$ cat src/rtl/plab5_mcore_mem_net_req_inject.sv
// Domain-aware injection queue feeding the request network port.
// Control and data halves of each message are stored in separate arrays.
module plab5_mcore_mem_net_req_inject #(
  parameter int unsigned p_ctrl_nbits  = 56,
  parameter int unsigned p_data_nbits  = 32,
  parameter int unsigned p_num_entries = 4
) (
  input  logic                              clk,
  input  logic                              reset,
  input  logic                              in_val,
  output logic                              in_rdy,
  input  logic                              in_domain,
  input  logic [p_ctrl_nbits-1:0]           in_msg_control,
  input  logic [p_data_nbits-1:0]           in_msg_data,
  output logic                              out_val,
  input  logic                              out_rdy,
  output logic                              out_domain,
  output logic [p_ctrl_nbits-1:0]           out_msg_control,
  output logic [p_data_nbits-1:0]           out_msg_data,
  output logic [$clog2(p_num_entries):0]    count
);

  localparam int unsigned AW = $clog2(p_num_entries);
  localparam int unsigned CW = AW + 1;
  localparam logic [CW-1:0] FULL = CW'(p_num_entries);

  logic [p_ctrl_nbits-1:0] ctrl_q [p_num_entries];
  logic [p_data_nbits-1:0] data_q [p_num_entries];
  logic [AW-1:0]           enq_ptr;
  logic [AW-1:0]           deq_ptr;
  logic                    cur_domain;
  logic                    enq;
  logic                    deq;

  // A domain change is only admitted into an empty queue, so the queue
  // never mixes domains; a full queue never admits, even while draining.
  always_comb begin
    in_rdy          = (count < FULL) && ((count == '0) || (in_domain == cur_domain));
    out_val         = (count != '0);
    out_domain      = cur_domain;
    out_msg_control = '0;
    out_msg_data    = '0;
    if (out_val) begin
      out_msg_control = ctrl_q[deq_ptr];
      out_msg_data    = data_q[deq_ptr];
    end
  end

  assign enq = in_val  && in_rdy;
  assign deq = out_val && out_rdy;

  // Depth is a power of 2, so natural pointer overflow is the wrap to 0.
  always_ff @(posedge clk or posedge reset) begin
    if (reset) begin
      count      <= '0;
      enq_ptr    <= '0;
      deq_ptr    <= '0;
      cur_domain <= 1'b0;
      for (int unsigned i = 0; i < p_num_entries; i++) begin
        ctrl_q[i] <= '0;
        data_q[i] <= '0;
      end
    end else begin
      // Scrub the freed slot; an enqueue never targets it in the same cycle.
      if (deq) begin
        ctrl_q[deq_ptr] <= '0;
        data_q[deq_ptr] <= '0;
        deq_ptr         <= deq_ptr + AW'(1);
      end
      if (enq) begin
        ctrl_q[enq_ptr] <= in_msg_control;
        data_q[enq_ptr] <= in_msg_data;
        enq_ptr         <= enq_ptr + AW'(1);
        cur_domain      <= in_domain;
      end
      case ({enq, deq})
        2'b10:   count <= count + CW'(1);
        2'b01:   count <= count - CW'(1);
        default: count <= count;
      endcase
    end
  end

endmodule

$ cat config.mk
export PLATFORM = sky130hd
export DESIGN_NAME = plab5_mcore_mem_net_req_inject
export DESIGN_NICKNAME = d
export VERILOG_FILES = /design/src/rtl/plab5_mcore_mem_net_req_inject.sv
export SDC_FILE = /design/constraint.sdc
export NUM_CORES = 1
export LEC_CHECK = 0
export CORE_UTILIZATION = 40
export DETAILED_ROUTE_END_ITERATION = 10
export GPL_TIMING_DRIVEN = 0
export MAX_ROUTING_LAYER = met4
export PLACE_DENSITY = 0.67
export SLEW_MARGIN = 20
export SYNTH_ARGS = -nofsm -noshare
export SYNTH_HDL_FRONTEND = slang
export SYNTH_SLANG_ARGS = --single-unit
$ cat constraint.sdc
create_clock -name clk -period 38.5 [get_ports clk]
set_input_delay 7.7 -clock clk [delete_from_list [all_inputs] [get_ports clk]]
set_output_delay 7.7 -clock clk [all_outputs]
set_load 0.005 [all_outputs]
Word-level counts from Yosys, hierarchy flattened
Cells that the tools add are included.
- register bits: 360
- input bits: 93
- output and inout port bits: 94
- add/sub/neg operators: 4
- $lt $le $gt $ge: 5
- equal/unequal tests: 3
- muxes and demuxes: 23
- bitwise gates (word level): 6
- reductions and logical operators: 9
- operator list (kind ; number):
    $mux 224 ; 2
    $mux 56 ; 5
    $mux 128 ; 2
    $and 224x224->224 ; 1
    $bwmux 224 ; 1
    $demux 56 s2 ; 2
    $not 224->224 ; 1
    $mux 32 ; 5
    $and 128x128->128 ; 1
    $bwmux 128 ; 1
    $demux 32 s2 ; 2
    $not 128->128 ; 1
    $bmux 56 s2 ; 1
    $bmux 32 s2 ; 1
    $ge 3x3->1 const B ; 2
    $lt 3x1->1 const B ; 2
    $not 2->3 ; 2
    $pmux 3 s2 ; 1
    $logic_and 1x1->1 ; 5
    $add 2x1->2 const B ; 2
    $add 3x1->3 const B ; 1
    $logic_not 3->1 ; 1
    $lt 3x3->1 const B ; 1
    $reduce_bool 3->1 ; 1
    6 further kinds ; 6

Depth between registers and ports, before layout
Gate-level depths: netlist of the first run.
- depth after elaboration: 10
- gate-level depth with buffers: 10

Least setup slack after synthesis of the first run
No wires, ideal clock.
- kind: input-to-output
- from: input in_domain
- to: output in_rdy
- arrival: 8.068 ns
- slack: 22.732 ns
- stages: 2
- buffers on the path: 0
- path through: xnor2_2 > o21ba_2
- word-level cells in the longest chain between the ends: 3
- ends and longest elaborated chain (element ; line ; text):
    start, declared ; 12 ; input logic in_domain,
    $eq 1x1->1 ; 38 ; in_rdy = (count < FULL) && ((count == '0) || (in_domain == cur_domain));
    $logic_or 1x1->1 ; 38 ;
    $logic_and 1x1->1 ; 38 ;
    end, declared ; 11 ; output logic in_rdy,
Every way passes these cells.

Worst setup path in the final report of the first run
Ends and elaborated chain as after synthesis.

==> out/metrics.csv, run 1 <==
stage;metric;value;unit
status;status;complete, no violations;
global_routing;grt_max_degree;108;
worst_hold_path;hp-class;reg2reg;
sta;rsz0062_at_grt;false;
worst_hold_path;worstHoldStart;ctrl_q[0];
logic_synthesis;synth_compound_area_share;0.867;%
critical_path;worstPathRequired;30.80;ns
clock_network;clk_pin_slew;0.06;ns
detailed_routing;avgViaCountPerCell;5.13;
clock_network;cts_tree;built;
sta;fin_setup_tns;0;ns
floorplan;die_h;213;um
clock_network;post_cts_resized;0;
placement;io_buffers;185;
sta;fin_skew;0.0148;ns
clock_network;cts_setup_buffers;0;
logic_synthesis;synth_top_family_by_area;multiplexers;
logic_synthesis;yosysUniqueCellTypes;26;
pwr;ir_drop;0.0374;mV
logic_synthesis;synth-xor-area-share;0.336;%
global_routing;top_usage_layer;met2;
pwr;p_leak;12.1;nW
placement;routabilityCongestion;0.777;
sta;relSlewSlack;37.3;%
floorplan;initial_utilization;40.5;%
critical_path;end_kind;output pin;
logic_synthesis;synth.avg_cell_area;12.1;sq um
floorplan;num_rows;77;
sta;hold_viol;0;
floorplan;die_area;0.0456;sq mm
detailed_routing;routed_wl;47500;um
clock_network;cts_buffers;41;
layout;fin_util;49.7;%
detailed_routing;routedWlPerCell;20.4;um
layout;area_growth;22.5;%
sta;fmax;0.0588;GHz
sta;min_period;17.00;ns
detailed_routing;drt_iter0_markers;749;
logic_synthesis;yosysWarnings;0;
global_routing;grt_util_met3;3.44;%
global_routing;grt_pass1_wl;74600;um
detailed_routing;dr.pass1.iters;4;
clock_network;clk-insertion-delay-late;0.54;ns
layout;nets;1816;
critical_path;critical_path_class;in2out;
clock_network;holdBufCountCts;0;
global_routing;antenna_found_initial;3;
global_routing;grt_pass1_vias;13000;
clock_network;cts_root_buffer;clkbuf_16;
sta;finalSetupViolations;0;
critical_path;r2r_cells;10;
worst_hold_path;hold_depth;2;
logic_synthesis;yosysSeqAreaShare;50.4;%
logic_synthesis;synth_simple_gate_area_share;10.7;%
detailed_routing;ant_nets;0;
sta;worst_pin_slew;0.940;ns
global_routing;met1_usage;29.6;%
layout;multi_input_area;0.00780;sq mm
critical_path;crit_arrival;9.30;ns
clock_network;clock_sinks;360;
sta;slew_violations;0;
critical_path;rr_endpoint;ctrl_q[221];
clock_network;cts_buffer_depth;3;
global_routing;grt_usage;22.3;%
clock_network;h-tree-depth;2;
floorplan;die-width;213;um
detailed_routing;drc;0;
floorplan;ios;187;
logic_synthesis;synthMuxAreaShare;31.0;%
layout;fillers;4016;
layout;seq_area;0.00901;sq mm
layout;final_common_cell;dfrtp_1;
critical_path;start_kind;input port;
pwr;power_per_cell_area;78.1;mW/mm^2
logic_synthesis;ys_ff_latch;360;
critical_path;cp_max_fo;6;
logic_synthesis;syn_area;0.0179;sq mm
layout;final_cell_mix;dfrtp_1, mux2i_1, nand2_1;
logic_synthesis;netlist_instances;1482;
layout;drive_above_1_share;15.0;%
placement;dp_hpwl;31600;um
sta;fin_crit_sh;44.2;%
job;max_cap_viol_count;0;
critical_path;rrSetupSlack;35.59;ns
global_routing;grt_use_met2;35.1;%
logic_synthesis;synth_fp_nets;1585;
global_routing;grt_overflow;0;
logic_synthesis;synthAdderAreaFrac;0.741;%
critical_path;r2r-start;deq_ptr[1];
worst_hold_path;min_to;ctrl_q[0];
floorplan;coreArea;0.0441;sq mm
detailed_routing;dr_total_vias;12000;
==> metal layers <==
| layer | part of all wire [%] | vias up |
|---|---|---|
| met4 | 2.8 | 0 |
| met3 | 4.7 | 82 |
| met2 | 48 | 287 |
| met1 | 44 | 6162 |
| li1 | - | 5452 |
| met5 | 0 | - |
==> sequential cells by signal (all words and copies together), names as in the netlist <==
register	flops
deq_ptr	2
ctrl_q	224
out_domain	1
enq_ptr	2
count	3
data_q	128
==> logic make-up (layout without fill, tap and decap cells) <==
kind of cell | after synthesis | count (layout)
and+or+nand+nor | 446 | 446
muxes | 443 | 443
DFF | 360 | 360
buffers and inverters | 206 | 463
AOI/OAI and AO/OA | 11 | 11
adders and majority gates | 10 | 10
xor gates and xnor gates | 6 | 6
other | 0 | 3
==> cell type report <==
class / instances / area share, %
clock buffer: 59 / 5.60
tap: 592 / 3.38
clock inverter: 10 / 0.474
multi-input combinational: 916 / 35.6
timing repair buffer: 188 / 8.83
sequential: 360 / 41.1
inverter: 96 / 1.68
antenna: 3 / 0.0343
buffer: 110 / 3.30
==> cell usage after synthesis, drive strengths merged <==
| library cell | count | area, sq um |
|---|---|---|
| and2 | 89 | 557 |
| buf | 96 | 669 |
| clkbuf | 14 | 52.6 |
| dfrtp | 360 | 9010 |
| fa | 1 | 20.0 |
| ha | 9 | 113 |
| inv | 96 | 360 |
| mux2 | 2 | 22.5 |
| mux2i | 353 | 3530 |
| mux4 | 88 | 1980 |
| nand2 | 352 | 1320 |
| nand3 | 1 | 5.00 |
| nor2 | 2 | 15.0 |
| nor2b | 1 | 8.76 |
| o211ai | 4 | 30.0 |
| o21ai | 2 | 10.0 |
| o21ba | 1 | 10.0 |
| o311ai | 4 | 105 |
| or3 | 1 | 6.26 |
| xnor2 | 4 | 42.6 |
| xor2 | 2 | 17.5 |
==> critical path, cell delays in order <==
cell and delay (ns):
clkdlybuf4s50_1 0.52, xnor2_2 0.34, o21ba_2 0.23, clkdlybuf4s50_1 0.51
==> worst max-delay path by stage <==
stage	slack [ns]	cells after the start	end	from
2_1_floorplan	20.81	1	count[0]	reset
3_3_place_gp	16.53	2	data_q[115]	reset
3_5_place_dp	21.54	4	in_rdy	in_domain
4_1_cts	21.53	4	in_rdy	in_domain
5_1_grt	21.46	4	in_rdy	in_domain
6_report	21.50	4	in_rdy	in_domain
==> power by group <==
part           internal, mW  switching (mW)  leakage [nW]
Combinational         0.374           0.348          6.66
Sequential            0.526          0.0762          4.81
Clock                 0.233           0.153         0.663
Total                  1.13           0.577          12.1
==> per-stage QoR <==
stage                     setup WS (ns)  hold WS (ns)  std cells  total power [mW]  area, sq um
after global routing              21.46         0.540       2334              1.81        21900
after CTS                         21.53         0.525       2331              1.73        21900
after detailed placement          21.54         0.516       2262              1.34        20600
after floorplan                   20.81         0.498       1482              1.05        17900
after global placement            16.53         0.509       2259              1.31        20500
final                             21.50         0.520       2334              1.71        21900
(Power assumes the default switching activity.)
==> inputs of run 2 (changes only) <==
==> constraint.sdc (replaced) <==
create_clock -name clk -period 16.2 [get_ports clk]
set_input_delay 3.24 -clock clk [delete_from_list [all_inputs] [get_ports clk]]
set_output_delay 3.24 -clock clk [all_outputs]
set_load 0.005 [all_outputs]
==> results of run 2 <==
The final DEF is identical to that of run 1. Status: complete, no violations.
Main changes from that run: setup slack after placement 21.54 ns -> 8.16 ns; setup slack after layout 21.50 ns -> 8.12 ns; register-to-register setup slack 35.59 ns -> 13.29 ns; total power 1.71 mW -> 4.07 mW; worst IR drop on VDD 0.0374 mV -> 0.0888 mV
